===== config.mk =====
export PLATFORM = sky130hd
export DESIGN_NAME = apb_master_ctrl
export DESIGN_NICKNAME = d
export VERILOG_FILES = /design/src/rtl/apb_master_ctrl.sv
export SDC_FILE = /design/constraint.sdc
export NUM_CORES = 1
export LEC_CHECK = 0
export ABC_AREA = 1
export BUFFER_PORTS_ARGS = -buffer_cell sky130_fd_sc_hd__clkbuf_2
export CAP_MARGIN = 15
export CORE_MARGIN = 2
export CORE_UTILIZATION = 48
export CTS_BUF_LIST = sky130_fd_sc_hd__clkbuf_2 sky130_fd_sc_hd__clkbuf_4 sky130_fd_sc_hd__clkbuf_8
export DETAILED_ROUTE_END_ITERATION = 12
export PLACE_DENSITY_LB_ADDON = 0.15
export SLEW_MARGIN = 20
export SYNTH_ARGS = -nofsm -noshare
export SYNTH_HDL_FRONTEND = slang
export SYNTH_SLANG_ARGS = --single-unit

===== constraint.sdc =====
create_clock -name Hclk -period 3.8 [get_ports Hclk]
set_input_delay 0.19 -clock Hclk [delete_from_list [all_inputs] [get_ports Hclk]]
set_output_delay 0.19 -clock Hclk [all_outputs]
set_load 0.03 [all_outputs]

===== src/rtl/apb_master_ctrl.sv =====
// APB initiator for the AHB2APB bridge: takes single requests over a valid/ready
// channel, runs one APB SETUP/ACCESS transfer per request and returns a one-cycle
// response pulse carrying read data or an error flag.
module apb_master_ctrl #(
  parameter int unsigned ADDR_W  = 32,
  parameter int unsigned DATA_W  = 32,
  parameter int unsigned TIMEOUT = 16
) (
  input  logic              Hclk,
  input  logic              Hreset,
  input  logic              req_valid,
  output logic              req_ready,
  input  logic              req_write,
  input  logic [ADDR_W-1:0] req_addr,
  input  logic [DATA_W-1:0] req_wdata,
  output logic              rsp_valid,
  output logic              rsp_err,
  output logic [DATA_W-1:0] rsp_rdata,
  output logic [2:0]        Pselx,
  output logic              Penable,
  output logic              Pwrite,
  output logic [ADDR_W-1:0] Paddr,
  output logic [DATA_W-1:0] Pwdata,
  input  logic [DATA_W-1:0] Prdata,
  input  logic              Pready
);

  localparam logic [1:0] IDLE   = 2'd0;
  localparam logic [1:0] SETUP  = 2'd1;
  localparam logic [1:0] ACCESS = 2'd2;

  // Counter only needs to reach TIMEOUT-1.
  localparam int unsigned CNT_W = (TIMEOUT > 2) ? $clog2(TIMEOUT) : 1;
  localparam logic [CNT_W-1:0] CNT_LAST = CNT_W'((TIMEOUT == 0) ? 0 : TIMEOUT - 1);

  logic [1:0]        state_q, state_d;
  logic [2:0]        psel_q, psel_d;
  logic              penable_q, penable_d;
  logic              pwrite_q, pwrite_d;
  logic [ADDR_W-1:0] paddr_q, paddr_d;
  logic [DATA_W-1:0] pwdata_q, pwdata_d;
  logic              rsp_valid_q, rsp_valid_d;
  logic              rsp_err_q, rsp_err_d;
  logic [DATA_W-1:0] rsp_rdata_q, rsp_rdata_d;
  logic [CNT_W-1:0]  cnt_q, cnt_d;
  logic [2:0]        dec_sel;

  // Peripheral decode on the top six address bits; zero means unmapped.
  always_comb begin
    dec_sel = 3'b000;
    case (req_addr[31:26])
      6'h20:   dec_sel = 3'b001;
      6'h21:   dec_sel = 3'b010;
      6'h22:   dec_sel = 3'b100;
      default: dec_sel = 3'b000;
    endcase
  end

  // Next-state and next-output logic for the SETUP/ACCESS sequencer.
  always_comb begin
    state_d     = state_q;
    psel_d      = psel_q;
    penable_d   = penable_q;
    pwrite_d    = pwrite_q;
    paddr_d     = paddr_q;
    pwdata_d    = pwdata_q;
    rsp_valid_d = 1'b0;
    rsp_err_d   = 1'b0;
    rsp_rdata_d = rsp_rdata_q;
    cnt_d       = cnt_q;
    case (state_q)
      IDLE: begin
        if (req_valid) begin
          if (dec_sel != 3'b000) begin
            psel_d   = dec_sel;
            paddr_d  = req_addr;
            pwdata_d = req_wdata;
            pwrite_d = req_write;
            state_d  = SETUP;
          end else begin
            // Unmapped: answer with an error without touching the APB bus.
            rsp_valid_d = 1'b1;
            rsp_err_d   = 1'b1;
          end
        end
      end
      SETUP: begin
        penable_d = 1'b1;
        cnt_d     = '0;
        state_d   = ACCESS;
      end
      ACCESS: begin
        if (Pready) begin
          psel_d      = 3'b000;
          penable_d   = 1'b0;
          rsp_valid_d = 1'b1;
          if (!pwrite_q) rsp_rdata_d = Prdata;
          state_d     = IDLE;
        end else if ((TIMEOUT != 0) && (cnt_q == CNT_LAST)) begin
          psel_d      = 3'b000;
          penable_d   = 1'b0;
          rsp_valid_d = 1'b1;
          rsp_err_d   = 1'b1;
          state_d     = IDLE;
        end else begin
          cnt_d = cnt_q + 1'b1;
        end
      end
      default: state_d = IDLE;
    endcase
  end

  // State and registered outputs, cleared immediately by the async reset.
  always_ff @(posedge Hclk or posedge Hreset) begin
    if (Hreset) begin
      state_q     <= IDLE;
      psel_q      <= 3'b000;
      penable_q   <= 1'b0;
      pwrite_q    <= 1'b0;
      paddr_q     <= '0;
      pwdata_q    <= '0;
      rsp_valid_q <= 1'b0;
      rsp_err_q   <= 1'b0;
      rsp_rdata_q <= '0;
      cnt_q       <= '0;
    end else begin
      state_q     <= state_d;
      psel_q      <= psel_d;
      penable_q   <= penable_d;
      pwrite_q    <= pwrite_d;
      paddr_q     <= paddr_d;
      pwdata_q    <= pwdata_d;
      rsp_valid_q <= rsp_valid_d;
      rsp_err_q   <= rsp_err_d;
      rsp_rdata_q <= rsp_rdata_d;
      cnt_q       <= cnt_d;
    end
  end

  assign req_ready = (state_q == IDLE);
  assign Pselx     = psel_q;
  assign Penable   = penable_q;
  assign Pwrite    = pwrite_q;
  assign Paddr     = paddr_q;
  assign Pwdata    = pwdata_q;
  assign rsp_valid = rsp_valid_q;
  assign rsp_err   = rsp_err_q;
  assign rsp_rdata = rsp_rdata_q;

endmodule

==> impl_metrics.toml, run 1 <==
[setup_path]
slowest_stage = "inv_2"
r2r-start = "state_q[1]$_DFFE_PP0P_"
cp-end-kind = "register"
crit_path_start_kind = "register"
slowest_delay_ns = 0.73
crit_fanout = 63
worst_path_most_repeated_cell = "nand2_1"
crit_required_ns = 4.09
rr_worst_depth = 7
crit_type = "reg2reg"
r2r_slack_ns = 1.84
arrival_ns = 2.25
crit_chain = "inv_1 > ha_1 > nand2_1 > nor2_4 > inv_2 > nand2_1 > nand2_1"
r2r-end = "Paddr[19]$_DFFE_PP0P_"

[die]
die_area_mm2 = 0.0100
core_mm2 = 0.00911
io_pins = 205
die_h_um = 100
start_util_pct = 48.7
row_count = 35
fp.dieW_um = 100

[logic_synthesis]
synth_top_cells_by_area = "dfrtp_1 61%, nand2_1 18%, mux2_4 10%, buf_6 2.5%, nand3_1 1.2%"
yosysTopAreaCell = "dfrtp_1"
synth_area_mm2 = 0.00444
yosysSeqAreaShare_pct = 61.5
syn_avg_cell_area_um2 = 10.5
synth-simple-area-share_pct = 21.3
async_flop_share_pct = 100
synth_compound_area_share_pct = 0.959
synth_common_cells = "211 x nand2_1, 109 x dfrtp_1, 30 x mux2_4"
synth_flop_cell = "dfrtp_1"
syn-instance-count = 423
ys_types = 22
synthMuxAreaShare_pct = 10.7
synth_fa_ha_area_share_pct = 1.13
synth_top_family_by_area = "simple AND/OR/NAND/NOR gates"
yosys_warnings = 0
synth_nets = 528
synth_top_area_share_pct = 61.5
synthXorXnorAreaFrac_pct = 0.197
ys_ff_latch = 109
yosysMostFrequentCell = "nand2_1"
synth_edf_count = 0

[cells_and_area]
instances_no_fill = 739
fin_nets = 729
ff_latch_area_mm2 = 0.00273
utilization_pct = 62.5
n_fill_cell = 794
diodes = 0
area_growth_pct = 28.3
multi_input_area_mm2 = 0.00152
drive_above_1_share_pct = 41.6

[timing]
period_share_pct = 51.5
hold_viol_final = 15
worst_slack_ns = 1.84
max_slew_margin_pct = 29.2
holdWs_ns = -0.0391
fmax_mhz = 511
worst_slew_pin_slew_ns = 1.06
setup_tns_ns = 0
setup-violations-final = 0
min_period_ns = 1.96
drv_slew = 0
rsz0062_at_grt = "false"
worst_clock_skew_ns = 0.0151

[clock_tree]
cts-hold-fix-buffers = 0
post_cts_buffers = 0
cts.clk_slew.worst_paths_ns = 0.10
h-tree-depth = 3
clkSinkCount = 109
cts.repair.resized = 0
ctsRootBufferMaster = "clkbuf_8"
cts-buffers-inserted = 9
clock_path_buffers = 2
clk_latency_ns = 0.35
cts_tree = "built"

[global_routing]
gr-total-overflow = 0
grt_pass1_vias = 3387
antenna_found_initial = 0
grt_max_degree = 88
grt_usage_pct = 20.7
grt_pass1_wl_mm = 16.5

[outcome]
status = "finished with violations"
violations = "negative hold slack"

[route]
via_count = 3495
drc = 0
antenna_left = 0
drt_first_pass_iters = 4
drt-initial-drc-count = 98
via_per_inst = 4.73
routedWlPerCell_um = 14.0
wirelength_mm = 10.3

[run]
max_cap_violations = 0

[placed_design]
io_buffers = 204
routabilityCongestion = 0.774
hpwl_mm = 7.36
place_inst = 724
dp_slack_ns = 1.86

[power]
p_total_mw = 5.01
peakVddDrop_v = 0.000373
p_leak_nw = 3.39
power_density_mw_per_mm2 = 879

[hold_path]
min_path_type = "in2async"
## cell families (layout without fill, tap and decap cells)
group,count (synthesis),after routing
muxes,32,32
and+or+nand+nor,240,240
xor gates and xnor gates,1,1
buffers and inverters,29,234
AOI/OAI and AO/OA,8,8
adders and majority gates,4,4
DFF,109,109
## routing by layer
metal | vias to the layer above | global-route usage, % | part of all wire [%]
li1 | 1709 | - | -
met5 | - | 0 | 0
met1 | 1638 | 28.5 | 45
met2 | 138 | 32.5 | 47
met3 | 10 | 4.53 | 7.4
met4 | 0 | 7.59 | 1.3
## area by class of cell
type | instances | area share, %
Sequential cell | 109 | 47.9
Multi-Input combinational cell | 285 | 26.7
Timing Repair Buffer | 206 | 18.2
Tap cell | 111 | 2.44
Clock buffer | 10 | 2.31
Clock inverter | 5 | 1.47
Inverter | 13 | 0.945
## flip-flops by register name, indices dropped and copies added, names as in the netlist
| name | flops |
|---|---|
| Paddr | 32 |
| state_q | 2 |
| Pwdata | 32 |
| cnt_q | 4 |
| Penable | 1 |
| rsp_err | 1 |
| rsp_rdata | 32 |
| Pwrite | 1 |
| rsp_valid | 1 |
| Pselx | 3 |
## worst max-delay path, delay by kind of cell, from the launching register on
kind	cells	cell delay (ns)
DFF	1	0.39
buffers and inverters	2	0.81
and+or+nand+nor	4	0.42
adders and majority gates	1	0.23
## per-stage QoR
step                hold WS [ns]  instance area (µm²)
floorplan                  0.287                 4440
global placement           0.390                 5480
detailed placement         0.395                 5480
CTS                      0.00542                 5690
global route              0.0114                 5690
finish                   -0.0391                 5690
## worst max-delay path by stage
stage                                start                endpoint  slack [ns]
CTS                 state_q[1]$_DFFE_PP0P_   Paddr[27]$_DFFE_PP0P_        1.85
global placement    state_q[0]$_DFFE_PP0P_   Paddr[27]$_DFFE_PP0P_        1.90
finish              state_q[1]$_DFFE_PP0P_   Paddr[19]$_DFFE_PP0P_        1.84
global route        state_q[0]$_DFFE_PP0P_  Pwdata[20]$_DFFE_PP0P_        1.59
detailed placement  state_q[0]$_DFFE_PP0P_   Paddr[27]$_DFFE_PP0P_        1.86
floorplan                           Hreset    Paddr[0]$_DFFE_PP0P_        0.74
## where the power goes
group	switching (mW)	internal [mW]	leakage (nW)
registers	0.278	1.64	1.39
logic	1.57	0.756	1.90
clock network	0.381	0.378	0.102
## cell usage in the layout, fill, tap and decap left out, types with 2 or more instances in the layout
| master | instances |
|---|---|
| a21oi_1 | 2 |
| buf_4 | 2 |
| bufinv_16 | 2 |
| clkbuf_2 | 204 |
| clkbuf_8 | 9 |
| clkinvlp_4 | 2 |
| dfrtp_1 | 109 |
| ha_1 | 4 |
| inv_1 | 10 |
| inv_2 | 2 |
| inv_6 | 2 |
| mux2_2 | 2 |
| mux2_4 | 30 |
| nand2_1 | 211 |
| nand3_1 | 11 |
| nor2_1 | 11 |
| nor2_4 | 2 |
| o21ai_0 | 4 |
| or2_2 | 2 |
Note: power is estimated with default switching activity, not from simulation.
==> run 2: changes to the inputs <==
--- a/config.mk
+++ b/config.mk
@@ -5,7 +5,7 @@
 export SDC_FILE = /design/constraint.sdc
 export NUM_CORES = 1
 export LEC_CHECK = 0
-export ABC_AREA = 1
+export ABC_AREA = 0
 export BUFFER_PORTS_ARGS = -buffer_cell sky130_fd_sc_hd__clkbuf_2
 export CAP_MARGIN = 15
 export CORE_MARGIN = 2
==> constraint.sdc (replaced) <==
create_clock -name Hclk -period 1.9 [get_ports Hclk]
set_input_delay 0.095 -clock Hclk [delete_from_list [all_inputs] [get_ports Hclk]]
set_output_delay 0.095 -clock Hclk [all_outputs]
set_load 0.03 [all_outputs]
==> run 2 against run 1 <==
Effect of this change: the flow now finishes without violations; worst setup slack worse by 1.7 ns; synthesized cell count down 33%; sequential share of layout area shrank 7.0 points; flip-flop and latch count is the same; critical path depth decreased by 1; global-route usage increased by 2.8 points; design area is 17% higher; die area fell by 1.9%.
==> impl_metrics.toml, run 2 <==
[die]
fp.dieW_um = 99.2
core_mm2 = 0.00876
io_pins = 205
die_area_mm2 = 0.00984
start_util_pct = 49.6
row_count = 34
die_h_um = 99.2

[logic_synthesis]
synth_nets = 389
yosys_warnings = 0
synth_top_area_share_pct = 62.7
yosysTopAreaCell = "dfrtp_1"
yosysSeqAreaShare_pct = 62.7
synth_edf_count = 0
synth_flop_cell = "dfrtp_1"
synth_top_cells_by_area = "dfrtp_1 63%, mux2_2 23%, buf_6 1.8%, mux2_1 1.6%, ha_1 1.2%"
ys_ff_latch = 109
syn-instance-count = 284
yosysMostFrequentCell = "dfrtp_1"
syn_avg_cell_area_um2 = 15.3
async_flop_share_pct = 100
synth_common_cells = "109 x dfrtp_1, 87 x mux2_2, 7 x buf_6, 6 x mux2_1"
ys_types = 39
synth_area_mm2 = 0.00435

[clock_tree]
ctsRootBufferMaster = "clkbuf_8"
clk_latency_ns = 0.37
post_cts_buffers = 0
cts.clk_slew.worst_paths_ns = 0.10
clock_path_buffers = 2
cts-buffers-inserted = 9
cts.repair.resized = 0
cts_tree = "built"
clkSinkCount = 109
h-tree-depth = 3

[cells_and_area]
diodes = 0
final_common_cell = "clkbuf_2"
instances_no_fill = 701
drive_above_1_share_pct = 56.3
fin_nets = 693
area_growth_pct = 53.6
post-route-cell-area_mm2 = 0.00668
mostFrequentLayoutCells = "204 x clkbuf_2, 109 x dfrtp_1, 92 x dlygate4sd3_1, 86 x mux2_2, 10 x clkbuf_8"
n_fill_cell = 575

[global_routing]
grt_max_degree = 58
grt_pass1_vias = 3770
gr-total-overflow = 0
grt_usage_pct = 23.5
antenna_found_initial = 0
grt_pass1_wl_mm = 18.3

[timing]
setup-violations-final = 0
hold_viol_final = 0
worst_slack_ns = 0.0963
rsz0062_at_grt = "false"
min_period_ns = 1.80
fmax_mhz = 554
max_slew_margin_pct = 53.4
worst_slew_pin_slew_ns = 0.699
worst_clock_skew_ns = 0.0156
drv_slew = 0
holdWs_ns = 0.0831
period_share_pct = 94.9

[hold_path]
min_path_type = "in2reg"

[outcome]
status = "finished, final reports clean"

[power]
power_density_mw_per_mm2 = 1510
peakVddDrop_v = 0.000913
p_leak_nw = 3.37
p_total_mw = 10.1

[route]
drt-initial-drc-count = 54
via_per_inst = 4.98
drc = 0
via_count = 3489
drt_first_pass_iters = 4
routedWlPerCell_um = 15.9
wirelength_mm = 11.2
antenna_left = 0

[setup_path]
crit_required_ns = 2.15
crit_type = "reg2reg"
crit_path_start_kind = "register"
r2r_slack_ns = 0.1
arrival_ns = 2.05
cp-end-kind = "register"
crit_fanout = 32

[placed_design]
io_buffers = 204
dpl_cell_area_mm2 = 0.00555
dp_slack_ns = 0.121
routabilityCongestion = 0.867
hpwl_mm = 7.17
place_inst = 593

[run]
max_cap_violations = 0
==> run 2: cell count changes after synthesis, moves of 5 or more <==
cell / delta
nand2_1: -209
mux2_2: +85
mux2_4: -30
nor2_1: -8
inv_1: -6
mux2_1: +6
nand3_1: -6
a31oi_1: +5
buf_2: -5
o211ai_1: +5
==> run 2: path summary, 6_finish.rpt <==
kind	cells past startpoint	start	endpoint
min in group asynchronous	4	Hreset	rsp_rdata[13]$_DFFE_PP0P_
hold reg to reg	1	Paddr[31]$_DFFE_PP0P_	Paddr[31]$_DFFE_PP0P_
hold / removal	2	req_addr[27]	Paddr[27]$_DFFE_PP0P_
setup reg to reg	6	state_q[0]$_DFFE_PP0P_	rsp_rdata[23]$_DFFE_PP0P_
max in group asynchronous	4	Hreset	cnt_q[2]$_DFFE_PP0P_
setup / recovery	6	state_q[0]$_DFFE_PP0P_	rsp_rdata[23]$_DFFE_PP0P_
==> run 2: power breakdown <==
part | total [mW] | switching, mW | internal (mW)
logic | 4.81 | 3.04 | 1.77
clock network | 1.44 | 0.786 | 0.652
registers | 3.81 | 0.532 | 3.27
total | 10.1 | 4.35 | 5.70
==> run 2: logic make-up (layout without fill, tap and decap cells) <==
family | count (synthesis) | count (layout) | share of synthesized area (%)
adder cells (fa/ha/maj) | 4 | 4 | 1.15
buffers and inverters | 19 | 328 | 2.88
flip-flops | 109 | 109 | 62.7
AO/OA/AOI/OAI | 27 | 27 | 4.17
AND/OR/NAND/NOR | 32 | 32 | 4.98
multiplexers | 93 | 93 | 24.1
==> run 2: stage by stage <==
| stage | setup TNS [ns] | util, % |
|---|---|---|
| floorplan | -4.72 | - |
| global placement | 0 | 63.3 |
| detailed placement | 0 | 63.3 |
| CTS | 0 | 76.2 |
| global route | 0 | 76.2 |
| finish | 0 | 76.2 |
==> run 2: worst max-delay path, cell delays in order, from the launching register on <==
cell and delay [ns]:
dfrtp_1 0.41, inv_2 0.09, ha_1 0.19, inv_2 0.06
or3_1 0.42, buf_12 0.19, mux2_1 0.33
==> run 2: final cells by class <==
cell class                      count  area (µm²)  area share (%)
Clock inverter                      6        70.1            1.05
Inverter                            6        26.3           0.394
Multi-Input combinational cell    156        1540            23.0
Tap cell                          108         135            2.02
Timing Repair Buffer              306        2040            30.6
Clock buffer                       10         138            2.06
Sequential cell                   109        2730            40.9
==> run 2: metal layers <==
metal / vias up / track usage, % / part of all wire [%]
li1: 1629 / - / -
met1: 1692 / 27.7 / 40
met2: 144 / 41.1 / 51
met3: 24 / 5.83 / 6.3
met4: 0 / 9.80 / 2.7
met5: - / 0 / 0
==> run 2: repair_timing <==
action                     in CTS  in global routing
hold endpoints to repair      200                  0
setup endpoints to repair       0                  0
hold buffers                   92                  0
